**config.mk**
```make
export PLATFORM = sky130hd
export DESIGN_NAME = bcd_result_converter_flat
export DESIGN_NICKNAME = d
export VERILOG_FILES = /design/src/rtl/bcd_result_converter_pkg.sv /design/src/rtl/bcd_result_converter_if.sv /design/src/rtl/bcd_add3_digit.sv /design/src/rtl/bcd_result_converter.sv /design/src/flat_wrapper.sv
export SDC_FILE = /design/constraint.sdc
export NUM_CORES = 1
export LEC_CHECK = 0
export ABC_AREA = 1
export CAP_MARGIN = 10
export CORE_ASPECT_RATIO = 0.5
export CORE_MARGIN = 4
export CORE_UTILIZATION = 49
export DETAILED_ROUTE_END_ITERATION = 7
export PLACE_DENSITY = 0.75
export SYNTH_ARGS = -nofsm -noshare
export SYNTH_HDL_FRONTEND = slang
export SYNTH_SLANG_ARGS = --single-unit
```
**constraint.sdc**
```tcl
create_clock -name CLK -period 5.1 [get_ports CLK]
set_clock_uncertainty 0.2 [all_clocks]
set_input_delay 1.02 -clock CLK [delete_from_list [all_inputs] [get_ports CLK]]
set_output_delay 1.02 -clock CLK [all_outputs]
set_load 0.005 [all_outputs]
```
**src/rtl/bcd_result_converter_pkg.sv**
```systemverilog
// Shared constants and state encoding for the ALU result BCD converter.
// The optional signed mode (BCD_SIGNED_RESULT_EN) lives in the top module.
package calc_pkg;

    localparam int WIDTH  = 40;
    localparam int DIGITS = 13;
    localparam int CNT_W  = $clog2(WIDTH + 1);

    typedef enum logic [1:0] {
        IDLE  = 2'd0,
        SHIFT = 2'd1,
        DONE  = 2'd2
    } conv_state_e;

endpackage

```
**src/rtl/bcd_result_converter_if.sv**
```systemverilog
// ALU-to-converter-to-display bundle: capture request and value in, BCD result and status out.
interface bcd_result_converter_if;
    import calc_pkg::*;

    logic                  START;
    logic [WIDTH-1:0]      BIN;
    logic [4*DIGITS-1:0]   BCD;
    logic                  NEG;
    logic                  BUSY;
    logic                  VALID;

    modport master (output START, output BIN, input BCD, input NEG, input BUSY, input VALID);
    modport slave  (input START, input BIN, output BCD, output NEG, output BUSY, output VALID);
endinterface

```
**src/rtl/bcd_add3_digit.sv**
```systemverilog
// Double-dabble digit correction: a digit of 5 or more gets 3 added before the shift.
module bcd_add3_digit (
    input  logic [3:0] d_i,
    output logic [3:0] d_o
);
    assign d_o = (d_i >= 4'd5) ? d_i + 4'd3 : d_i;
endmodule

```
**src/rtl/bcd_result_converter.sv**
```systemverilog
// Sequential binary-to-BCD converter, one bit per clock, with a one-cycle VALID strobe.
// Define BCD_SIGNED_RESULT_EN to treat BIN as two's complement and report the sign on NEG.
module bcd_result_converter
    import calc_pkg::*;
(
    input  logic                   CLK,
    input  logic                   RST,
    bcd_result_converter_if.slave  cv
);

    conv_state_e            state_q;
    logic [CNT_W-1:0]       cnt_q;
    logic [WIDTH-1:0]       sreg_q;
    logic [4*DIGITS-1:0]    acc_q;
    logic [4*DIGITS-1:0]    bcd_q;
    logic                   busy_q;
    logic                   valid_q;

    logic [4*DIGITS-1:0]    corr;
    logic [4*DIGITS-1:0]    acc_d;
    logic [WIDTH-1:0]       mag_d;

    for (genvar g = 0; g < DIGITS; g++) begin : g_dig
        bcd_add3_digit u_add3 (
            .d_i (acc_q[4*g +: 4]),
            .d_o (corr[4*g +: 4])
        );
    end

    // The top corrected bit never carries out for these sizes, so truncation is safe.
    assign acc_d = (4*DIGITS)'({corr, sreg_q[WIDTH-1]});

`ifdef BCD_SIGNED_RESULT_EN
    logic sign_q;
    logic neg_q;

    assign mag_d = cv.BIN[WIDTH-1] ? (~cv.BIN) + WIDTH'(1) : cv.BIN;

    always_ff @(posedge CLK or posedge RST) begin
        if (RST) begin
            sign_q <= 1'b0;
            neg_q  <= 1'b0;
        end else if (state_q == IDLE && cv.START) begin
            sign_q <= cv.BIN[WIDTH-1];
        end else if (state_q == SHIFT && cnt_q == CNT_W'(1)) begin
            neg_q  <= sign_q;
        end
    end

    assign cv.NEG = neg_q;
`else
    assign mag_d  = cv.BIN;
    assign cv.NEG = 1'b0;
`endif

    always_ff @(posedge CLK or posedge RST) begin
        if (RST) begin
            state_q <= IDLE;
            cnt_q   <= '0;
            sreg_q  <= '0;
            acc_q   <= '0;
            bcd_q   <= '0;
            busy_q  <= 1'b0;
            valid_q <= 1'b0;
        end else begin
            case (state_q)
                IDLE: begin
                    valid_q <= 1'b0;
                    if (cv.START) begin
                        sreg_q  <= mag_d;
                        acc_q   <= '0;
                        cnt_q   <= CNT_W'(WIDTH);
                        busy_q  <= 1'b1;
                        state_q <= SHIFT;
                    end
                end
                SHIFT: begin
                    acc_q  <= acc_d;
                    sreg_q <= sreg_q << 1;
                    cnt_q  <= cnt_q - CNT_W'(1);
                    if (cnt_q == CNT_W'(1)) begin
                        bcd_q   <= acc_d;
                        valid_q <= 1'b1;
                        state_q <= DONE;
                    end
                end
                DONE: begin
                    valid_q <= 1'b0;
                    busy_q  <= 1'b0;
                    state_q <= IDLE;
                end
                default: begin
                    valid_q <= 1'b0;
                    busy_q  <= 1'b0;
                    state_q <= IDLE;
                end
            endcase
        end
    end

    assign cv.BCD   = bcd_q;
    assign cv.BUSY  = busy_q;
    assign cv.VALID = valid_q;

endmodule

```
**src/flat_wrapper.sv**
```systemverilog
// flat-port wrapper written by rule: the top's interface ports become plain ports
module bcd_result_converter_flat import calc_pkg::*;
  (CLK, RST, cv_START, cv_BIN, cv_BCD, cv_NEG, cv_BUSY, cv_VALID);
  bcd_result_converter_if cv_i ();
  input  logic CLK;
  input  logic RST;
  input wire logic [$bits(cv_i.START)-1:0] cv_START;
  input wire logic [$bits(cv_i.BIN)-1:0] cv_BIN;
  output wire logic [$bits(cv_i.BCD)-1:0] cv_BCD;
  output wire logic [$bits(cv_i.NEG)-1:0] cv_NEG;
  output wire logic [$bits(cv_i.BUSY)-1:0] cv_BUSY;
  output wire logic [$bits(cv_i.VALID)-1:0] cv_VALID;
  assign cv_i.START = cv_START;
  assign cv_i.BIN = cv_BIN;
  assign cv_BCD = cv_i.BCD;
  assign cv_NEG = cv_i.NEG;
  assign cv_BUSY = cv_i.BUSY;
  assign cv_VALID = cv_i.VALID;
  bcd_result_converter u_core (.CLK(CLK), .RST(RST), .cv(cv_i));
endmodule
```
==> results of run 1 <==
flip-flops by register name, summed over array words and instances (netlist names):
name,flops
u_core.sreg_q,40
u_core.state_q,2
u_core.cv.VALID,1
u_core.cv.BCD,52
u_core.cv.BUSY,1
u_core.acc_q,52
u_core.cnt_q,6
where the power goes:
part	internal, uW	switching [uW]
sequential	1750	319
combinational	992	1460
clock	845	532
total	3590	2310
layout make-up:
cell class,count,share of cell area (%)
sequential,154,41.8
timing repair buffer,102,11.0
clock inverter,14,2.25
tap,198,2.68
multi-input combinational,614,33.0
clock buffer,18,4.76
inverter,110,4.52
kinds of logic (layout without fill, tap and decap cells):
logic type	count (synthesis)	in the layout	share of synthesized area, %
AOI/OAI and AO/OA	70	70	6.59
adders and majority gates	28	28	4.70
buffers and inverters	144	244	7.60
DFF	154	154	51.7
muxes	2	2	0.268
other	1	1	0.0503
and+or+nand+nor	513	513	29.1
cells in the final DEF, fill, tap and decap left out, drive strengths merged:
| master | n |
|---|---|
| o22ai | 3 |
| nor2 | 10 |
| clkdlybuf4s50 | 96 |
| o211ai | 1 |
| inv | 115 |
| nand4 | 27 |
| clkbuf | 18 |
| nand3b | 1 |
| a21oi | 1 |
| o221ai | 36 |
| mux2i | 2 |
| o21ai | 29 |
| dfrtp | 154 |
| nand3 | 126 |
| clkinv | 2 |
| buf | 6 |
| nand2 | 348 |
| nor3 | 1 |
| bufinv | 4 |
| ha | 28 |
| clkinvlp | 3 |
| conb | 1 |
per-stage QoR:
step                      hold WS, ns  setup WS [ns]  util (%)  instance area [um2]  total power [uW]
after CTS                       0.281           2.44      62.8                 9230              5940
after detailed placement        0.265           2.09      58.4                 8580              4520
after floorplan                 0.249           1.94         -                 7460              3740
final                           0.278           2.46      62.8                 9230              5900
after global routing            0.293           2.20      62.8                 9230              6420
after global placement          0.259           2.05      58.4                 8580              4410
critical path: cells and delay by family (launching register included):
kind	cells	cell delay (ns)
buffers and inverters	3	0.95
AO/OA/AOI/OAI	1	0.10
AND/OR/NAND/NOR	3	0.88
flip-flops	1	0.41
layer usage:
layer / GRT usage (%) / wire, um / vias to the layer above
met3: 4.27 / 990 / 29
li1: - / - / 3157
met4: 8.30 / 346 / 0
met5: 0 / 0 / -
met1: 24.6 / 7280 / 3023
met2: 33.6 / 7840 / 194
path summary, 6_finish.rpt:
path                       slack, ns           endpoint  depth (start not counted)         startpoint
max                             2.46  u_core.sreg_q[37]                          7  u_core.state_q[1]
min                             0.28   u_core.acc_q[41]                          2   u_core.acc_q[41]
max reg2reg                     2.46  u_core.sreg_q[37]                          7  u_core.state_q[1]
min reg2reg                     0.28   u_core.acc_q[41]                          2   u_core.acc_q[41]
max in group asynchronous       3.14   u_core.acc_q[40]                          3                RST
min in group asynchronous       0.99  u_core.cv.BCD[26]                          3                RST
==> results.sh, run 1 <==
export IMPL_outcome="complete, no violations"
export IMPL_slowest_stage="nand2_2"
export IMPL_syn_area_um2=7460
export IMPL_die_x_um=182
export IMPL_clock_path_buffers=2
export IMPL_fp_coreArea_um2=14700
export IMPL_setup_violations=0
export IMPL_final_nets=1070
export IMPL_htree_levels=4
export IMPL_cp_data_required_time_ns=5.23
export IMPL_async_flop_share_pct=100
export IMPL_cts_sinks=154
export IMPL_fin_cells=1210
export IMPL_finalHoldViolCount=0
export IMPL_antenna_found_initial=0
export IMPL_io_buffers=96
export IMPL_fin_crit_ns=2.64
export IMPL_synth_edf_count=0
export IMPL_clock_latency_ns=0.43
export IMPL_timing_setup_tns_ns=0
export IMPL_synth_seq_area_share_pct=51.7
export IMPL_synth_most_common_cell="nand2_1"
export IMPL_synthDistinctLibCells=23
export IMPL_multiInputGateArea_um2=3040
export IMPL_cts_setup_buffers=0
export IMPL_period_share_pct=51.7
export IMPL_hold_class="register to register"
export IMPL_max_freq_mhz=379
export IMPL_synth_top_area_share_pct=51.7
export IMPL_cts_buffers=17
export IMPL_grt_pass1_vias=6118
export IMPL_slew_violations=0
export IMPL_synth_area_per_cell_um2=8.18
export IMPL_ys_ff_latch=154
export IMPL_slew_limit_headroom_pct=40.4
export IMPL_via_per_inst=5.29
export IMPL_arrival_ns=2.77
export IMPL_endpoint_kind="register"
export IMPL_worstSetupPathType="register to register"
export IMPL_cts_tree="built"
export IMPL_num_rows=31
export IMPL_seq_area_um2=3850
export IMPL_path_cells="inv_2, nand2_2, nand2_2, inv_1, buf_4, nand2_1, o211ai_1"
export IMPL_yosys_warnings=0
export IMPL_grt_max_degree=155
export IMPL_antenna_cells=0
export IMPL_cp_start_kind="register"
export IMPL_overflow=0
export IMPL_dieHeight_um=95.2
export IMPL_fillers=1247
export IMPL_clkTransAtPathRegs_ns=0.07
export IMPL_drc=0
export IMPL_syn_inst=912
export IMPL_ant_nets=0
export IMPL_firstDrtPassIters=7
export IMPL_leakage_uw=0.00462
export IMPL_die_area_um2=17400
export IMPL_vias=6403
export IMPL_postCtsHoldBufs=0
export IMPL_drtIter0Drc=355
export IMPL_finalWirelength_um=16500
export IMPL_synth_area_leaders="dfrtp_1, nand2_1, nand3_1"
export IMPL_areaGrowthSynthToFinish_pct=23.7
export IMPL_grt_usage_pct=19.7
export IMPL_synthesis_nets=983
export IMPL_worst_pin_slew_ns=0.893
export IMPL_synthFlopType="dfrtp_1"
export IMPL_cts_resized=0
export IMPL_wl_per_cell_um=13.6
export IMPL_hpwl_um=10500
export IMPL_peakVddDrop_uv=274
export IMPL_root_buffer="clkbuf_16"
export IMPL_crit_fanout=44
export IMPL_synth_top_area_cell="dfrtp_1"
export IMPL_dp_cells=1178
export IMPL_place_gp_congestion=0.817
export IMPL_grt_first_pass_wirelength_um=27800
export IMPL_maxCapViolCount=0
export IMPL_rsz0062_at_grt="no"
export IMPL_initial_utilization_pct=50.7
export IMPL_ios=98
export IMPL_p_per_area_nw_per_um2=640
export IMPL_cpMostUsedCell="nand2_2"
export IMPL_netlist_top_cells_count="nand2_1, dfrtp_1, nand3_1"
export IMPL_drive_above_1_share_pct=4.64
export IMPL_critPathMaxStageDelay_ns=0.62
No activity file was read; power rests on OpenSTA's default activity.
==> inputs of run 2 (changes only) <==
PLACE_DENSITY = 0.72   (was 0.75)
clock period = 2.6 ns   (was 5.1 ns; I/O delays follow)
==> run 2 against run 1 <==
Core utilization shrank 0.14 points. First-iteration DRC count rose by 30%. Total power is 90% higher. Global-route usage fell by 0.17 points. Worst hold slack got worse by 0.0018 ns. Register-to-register slack got worse by 1.8 ns. Sequential power up 96%. Via count is 0.70% lower.
==> results.sh, run 2 (synthesized netlist as in run 1, its figures left out) <==
export IMPL_finalHoldViolCount=0
export IMPL_mostFrequentLayoutCells="nand2_1, dfrtp_1, nand3_1, inv_1, clkdlybuf4s50_1"
export IMPL_final_nets=1072
export IMPL_ios=98
export IMPL_num_rows=31
export IMPL_startpoint="u_core.cv.BCD[0]"
export IMPL_antenna_found_initial=0
export IMPL_cts_setup_buffers=0
export IMPL_cp_start_kind="register"
export IMPL_finalPower_uw=11200
export IMPL_clkTransAtPathRegs_ns=0.06
export IMPL_wl_per_cell_um=13.4
export IMPL_slew_limit_headroom_pct=40.0
export IMPL_hold_class="register to register"
export IMPL_pwr_share_comb_pct=43.1
export IMPL_drtIter0Drc=462
export IMPL_place_ws_ns=0.470
export IMPL_multiInputGateArea_um2=3040
export IMPL_grt_first_pass_wirelength_um=27900
export IMPL_outcome="complete, no violations"
export IMPL_peakVddDrop_uv=490
export IMPL_drive_above_1_share_pct=4.64
export IMPL_areaGrowthSynthToFinish_pct=23.4
export IMPL_cts_tree="built"
export IMPL_dp_cells=1180
export IMPL_timing_setup_tns_ns=0
export IMPL_root_buffer="clkbuf_16"
export IMPL_hp_start="u_core.cv.BCD[9]"
export IMPL_io_buffers=96
export IMPL_firstDrtPassIters=5
export IMPL_r2r_start="u_core.cnt_q[0]"
export IMPL_hpwl_um=10400
export IMPL_hold_worst_slack_ns=0.276
export IMPL_critPathMaxStageDelay_ns=0.53
export IMPL_maxCapViolCount=0
export IMPL_fillers=1291
export IMPL_postCtsHoldBufs=0
export IMPL_cts_resized=0
export IMPL_slowest_stage="clkdlybuf4s50_1"
export IMPL_p_per_area_nw_per_um2=1220
export IMPL_cts_sinks=154
export IMPL_dieHeight_um=95.2
export IMPL_crit_family="buffers and inverters"
export IMPL_grt_usage_pct=19.5
export IMPL_seq_area_um2=3850
export IMPL_finalWirelength_um=16200
export IMPL_p_clk_share_pct=20.8
export IMPL_setup_violations=0
export IMPL_initial_utilization_pct=50.7
export IMPL_fin_cells=1212
export IMPL_fp_coreArea_um2=14700
export IMPL_arrival_ns=1.33
export IMPL_crit_fanout=2
export IMPL_period_share_pct=79.0
export IMPL_clock_path_buffers=2
export IMPL_swShare_pct=39.6
export IMPL_vias=6358
export IMPL_antenna_cells=0
export IMPL_path_cells="clkdlybuf4s50_1"
export IMPL_final_common_cell="nand2_1"
export IMPL_die_area_um2=17400
export IMPL_place_gp_congestion=0.798
export IMPL_ant_nets=0
export IMPL_setup_ws_ns=0.545
export IMPL_worstSetupPathType="register to primary output"
export IMPL_overflow=0
export IMPL_intPower_uw=6780
export IMPL_cts_buffers=17
export IMPL_worst_pin_slew_ns=0.899
export IMPL_leakage_uw=0.00460
export IMPL_grt_max_degree=86
export IMPL_crit_buf_inv=1
export IMPL_power_frac_seq_pct=36.1
export IMPL_endpoint_kind="primary output"
export IMPL_rsz0062_at_grt="no"
export IMPL_via_per_inst=5.25
export IMPL_drc=0
export IMPL_grt_pass1_vias=6266
export IMPL_htree_levels=4
export IMPL_p_switching_uw=4450
export IMPL_cp_data_required_time_ns=1.88
export IMPL_fin_crit_ns=2.05
export IMPL_slew_violations=0
export IMPL_max_freq_mhz=487
export IMPL_die_x_um=182
export IMPL_clock_latency_ns=0.41
## run 2: cell types whose count changed in the layout (fill, tap and decap cells not counted)
cell | before | now
inv_8 | 1 | 0
inv_6 | 5 | 2
buf_4 | 5 | 3
clkbuf_8 | 1 | 5
clkbuf_1 | 0 | 2
bufinv_16 | 4 | 0
clkinv_2 | 0 | 1
clkinvlp_4 | 3 | 6
buf_12 | 1 | 5
clkinv_4 | 2 | 0
## run 2: worst paths after layout
check	slack, ns	cells past startpoint	endpoint
max in group asynchronous	1.43	3	u_core.acc_q[49]
setup / recovery	0.55	1	cv_BCD[0]
min in group asynchronous	0.39	3	u_core.cv.BUSY
setup reg to reg	0.63	5	u_core.cv.BCD[11]
hold reg to reg	0.28	2	u_core.cv.BCD[9]
hold / removal	0.28	2	u_core.cv.BCD[9]
## run 2: worst min-delay path, delay by kind of cell, from the launching register on
kind	cells	cell delay, ns
flops	1	0.34
simple gates	2	0.11
## run 2: per-stage QoR
stage	cell area, um2	util (%)
6_report	9210	62.6
5_1_grt	9210	62.6
4_1_cts	9210	62.6
3_5_place_dp	8650	58.8
3_3_place_gp	8650	58.8
2_1_floorplan	7460	-
## run 2: metal layers
layer	share of wire (%)	vias to the layer above	wire [um]	track usage, %
met5	0	-	0	0
met1	46	3037	7530	24.1
met4	1.4	0	228	6.43
met3	5.1	22	828	4.00
li1	-	3167	-	-
met2	47	132	7610	34.7
## run 2: power groups by stage
stage	Sequential [uW]	Clock, uW	Combinational [uW]
6_report	4060	2330	4840
5_1_grt	4200	2490	5590
4_1_cts	4060	2380	4870
3_5_place_dp	4080	0	4840
3_3_place_gp	4060	0	4660
2_1_floorplan	3980	0	3350
## run 2: layout make-up
type | instances | share of cell area (%)
sequential | 154 | 41.9
inverter | 110 | 4.53
clock inverter | 8 | 0.652
tap | 198 | 2.69
clock buffer | 24 | 5.45
timing repair buffer | 104 | 11.8
multi-input combinational | 614 | 33.1
==> inputs of run 3 (changes only) <==
clock period = 2.1 ns   (was 2.6 ns; I/O delays follow)
==> run 3 against run 2 <==
Sequential cell count unchanged. Non-clock buffer count up 3. Clock power up 39%. Register-to-register slack worse by 0.36 ns. Global-route usage up 0.13 points. First-iteration DRC count down 29%. Worst hold slack worse by 0.0092 ns. Die area unchanged. Core utilization up 0.60 points. Via count up 0.25%. Total power up 28%. Critical path depth unchanged. Largest power group unchanged.
==> results.sh, run 3 (synthesized netlist as in run 1, its figures left out) <==
export IMPL_outcome="complete, no violations"
export IMPL_die_x_um=182
export IMPL_slew_limit_headroom_pct=57.9
export IMPL_cp_data_required_time_ns=1.48
export IMPL_drc=0
export IMPL_ios=98
export IMPL_finalWirelength_um=16400
export IMPL_peakVddDrop_uv=688
export IMPL_grt_usage_pct=19.6
export IMPL_final_nets=1075
export IMPL_arrival_ns=1.32
export IMPL_p_per_area_nw_per_um2=1540
export IMPL_finalHoldViolCount=0
export IMPL_clock_path_buffers=2
export IMPL_crit_fanout=2
export IMPL_fillers=1261
export IMPL_cts_sinks=154
export IMPL_hpwl_um=10900
export IMPL_wl_per_cell_um=13.5
export IMPL_slowest_stage="clkdlybuf4s50_1"
export IMPL_worst_pin_slew_ns=0.632
export IMPL_place_gp_congestion=0.800
export IMPL_clock_latency_ns=0.41
export IMPL_initial_utilization_pct=50.7
export IMPL_crit_family="buffers and inverters"
export IMPL_root_buffer="clkbuf_16"
export IMPL_hold_class="input port to asynchronous set/reset pin"
export IMPL_leakage_uw=0.00466
export IMPL_firstDrtPassIters=5
export IMPL_rsz0062_at_grt="no"
export IMPL_antenna_found_initial=0
export IMPL_path_cells="clkdlybuf4s50_1"
export IMPL_grt_max_degree=61
export IMPL_cts_tree="built"
export IMPL_fin_crit_ns=1.94
export IMPL_vias=6374
export IMPL_num_rows=31
export IMPL_cts_buffers=17
export IMPL_period_share_pct=92.2
export IMPL_cts_setup_buffers=0
export IMPL_maxCapViolCount=0
export IMPL_worstSetupPathType="register to primary output"
export IMPL_grt_pass1_vias=6403
export IMPL_multiInputGateArea_um2=3040
export IMPL_finish_utilization_pct=63.2
export IMPL_ant_nets=0
export IMPL_overflow=0
export IMPL_crit_buf_inv=1
export IMPL_seq_area_um2=3850
export IMPL_drtIter0Drc=327
export IMPL_io_buffers=96
export IMPL_r2r_worst_path_cells=7
export IMPL_drive_above_1_share_pct=4.83
export IMPL_endpoint_kind="primary output"
export IMPL_areaGrowthSynthToFinish_pct=24.6
export IMPL_die_area_um2=17400
export IMPL_cp_start_kind="register"
export IMPL_fp_coreArea_um2=14700
export IMPL_cp_num_cells=1
export IMPL_mostFrequentLayoutCells="nand2_1, dfrtp_1, nand3_1, inv_1, clkdlybuf4s50_1"
export IMPL_max_freq_mhz=517
export IMPL_antenna_cells=0
export IMPL_critPathMaxStageDelay_ns=0.52
export IMPL_grt_first_pass_wirelength_um=28300
export IMPL_finalPower_uw=14300
export IMPL_slew_violations=0
export IMPL_htree_levels=4
export IMPL_final_common_cell="nand2_1"
export IMPL_via_per_inst=5.25
export IMPL_timing_setup_tns_ns=0
export IMPL_setup_violations=0
export IMPL_dieHeight_um=95.2
export IMPL_clkTransAtPathRegs_ns=0.06
## run 3: cell count changes in the layout (fill, tap and decap cells not counted), sizes merged
cell and delta:
clkbuf -4, clkinv +2, inv +1, clkinvlp -5, bufinv +4, buf +3
## run 3: cell type report
cell class	count	share of cell area [%]
flip-flops and latches	154	41.5
repair buffers	107	11.9
clock buffers	20	4.91
well taps	198	2.66
multi-input cells	614	32.7
inverters	110	4.51
clock inverters	10	1.78
## run 3: per-layer routing
metal | share of wire [%] | GRT usage (%)
met5 | 0 | 0
met4 | 1.0 | 6.37
met3 | 4.7 | 4.15
met2 | 48 | 34.5
met1 | 46 | 24.6
## run 3: power breakdown
part	switching, uW	total (uW)	internal (uW)
clock	1190	3240	2050
sequential	780	5030	4250
combinational	3570	6050	2480
total	5540	14300	8780
## run 3: repair_timing
action / CTS / global route
resized for setup: 0 / 3
endpoints found under the setup margin: 0 / 35
hold buffers: 0 / 0
## run 3: path summary, 6_finish.rpt
path                                    from                 to  slack (ns)
hold reg to reg            u_core.cv.BCD[49]  u_core.cv.BCD[49]        0.28
max in group asynchronous                RST  u_core.cv.BCD[23]        1.02
min in group CLK           u_core.cv.BCD[49]  u_core.cv.BCD[49]        0.28
setup / recovery            u_core.cv.BCD[0]          cv_BCD[0]        0.16
hold / removal                           RST  u_core.cv.BCD[26]        0.27
setup reg to reg             u_core.cnt_q[1]  u_core.cv.BCD[35]        0.27
## run 3: per-stage QoR
stage                     setup slack, ns  hold WS (ns)  instances  cell area (um2)
after global placement              0.177         0.265       1183             8670
after global routing                0.109         0.300       1213             9300
after detailed placement            0.141         0.266       1183             8670
after CTS                           0.121         0.281       1213             9290
after floorplan                    -0.465         0.249        912             7460
final                               0.164         0.267       1213             9300
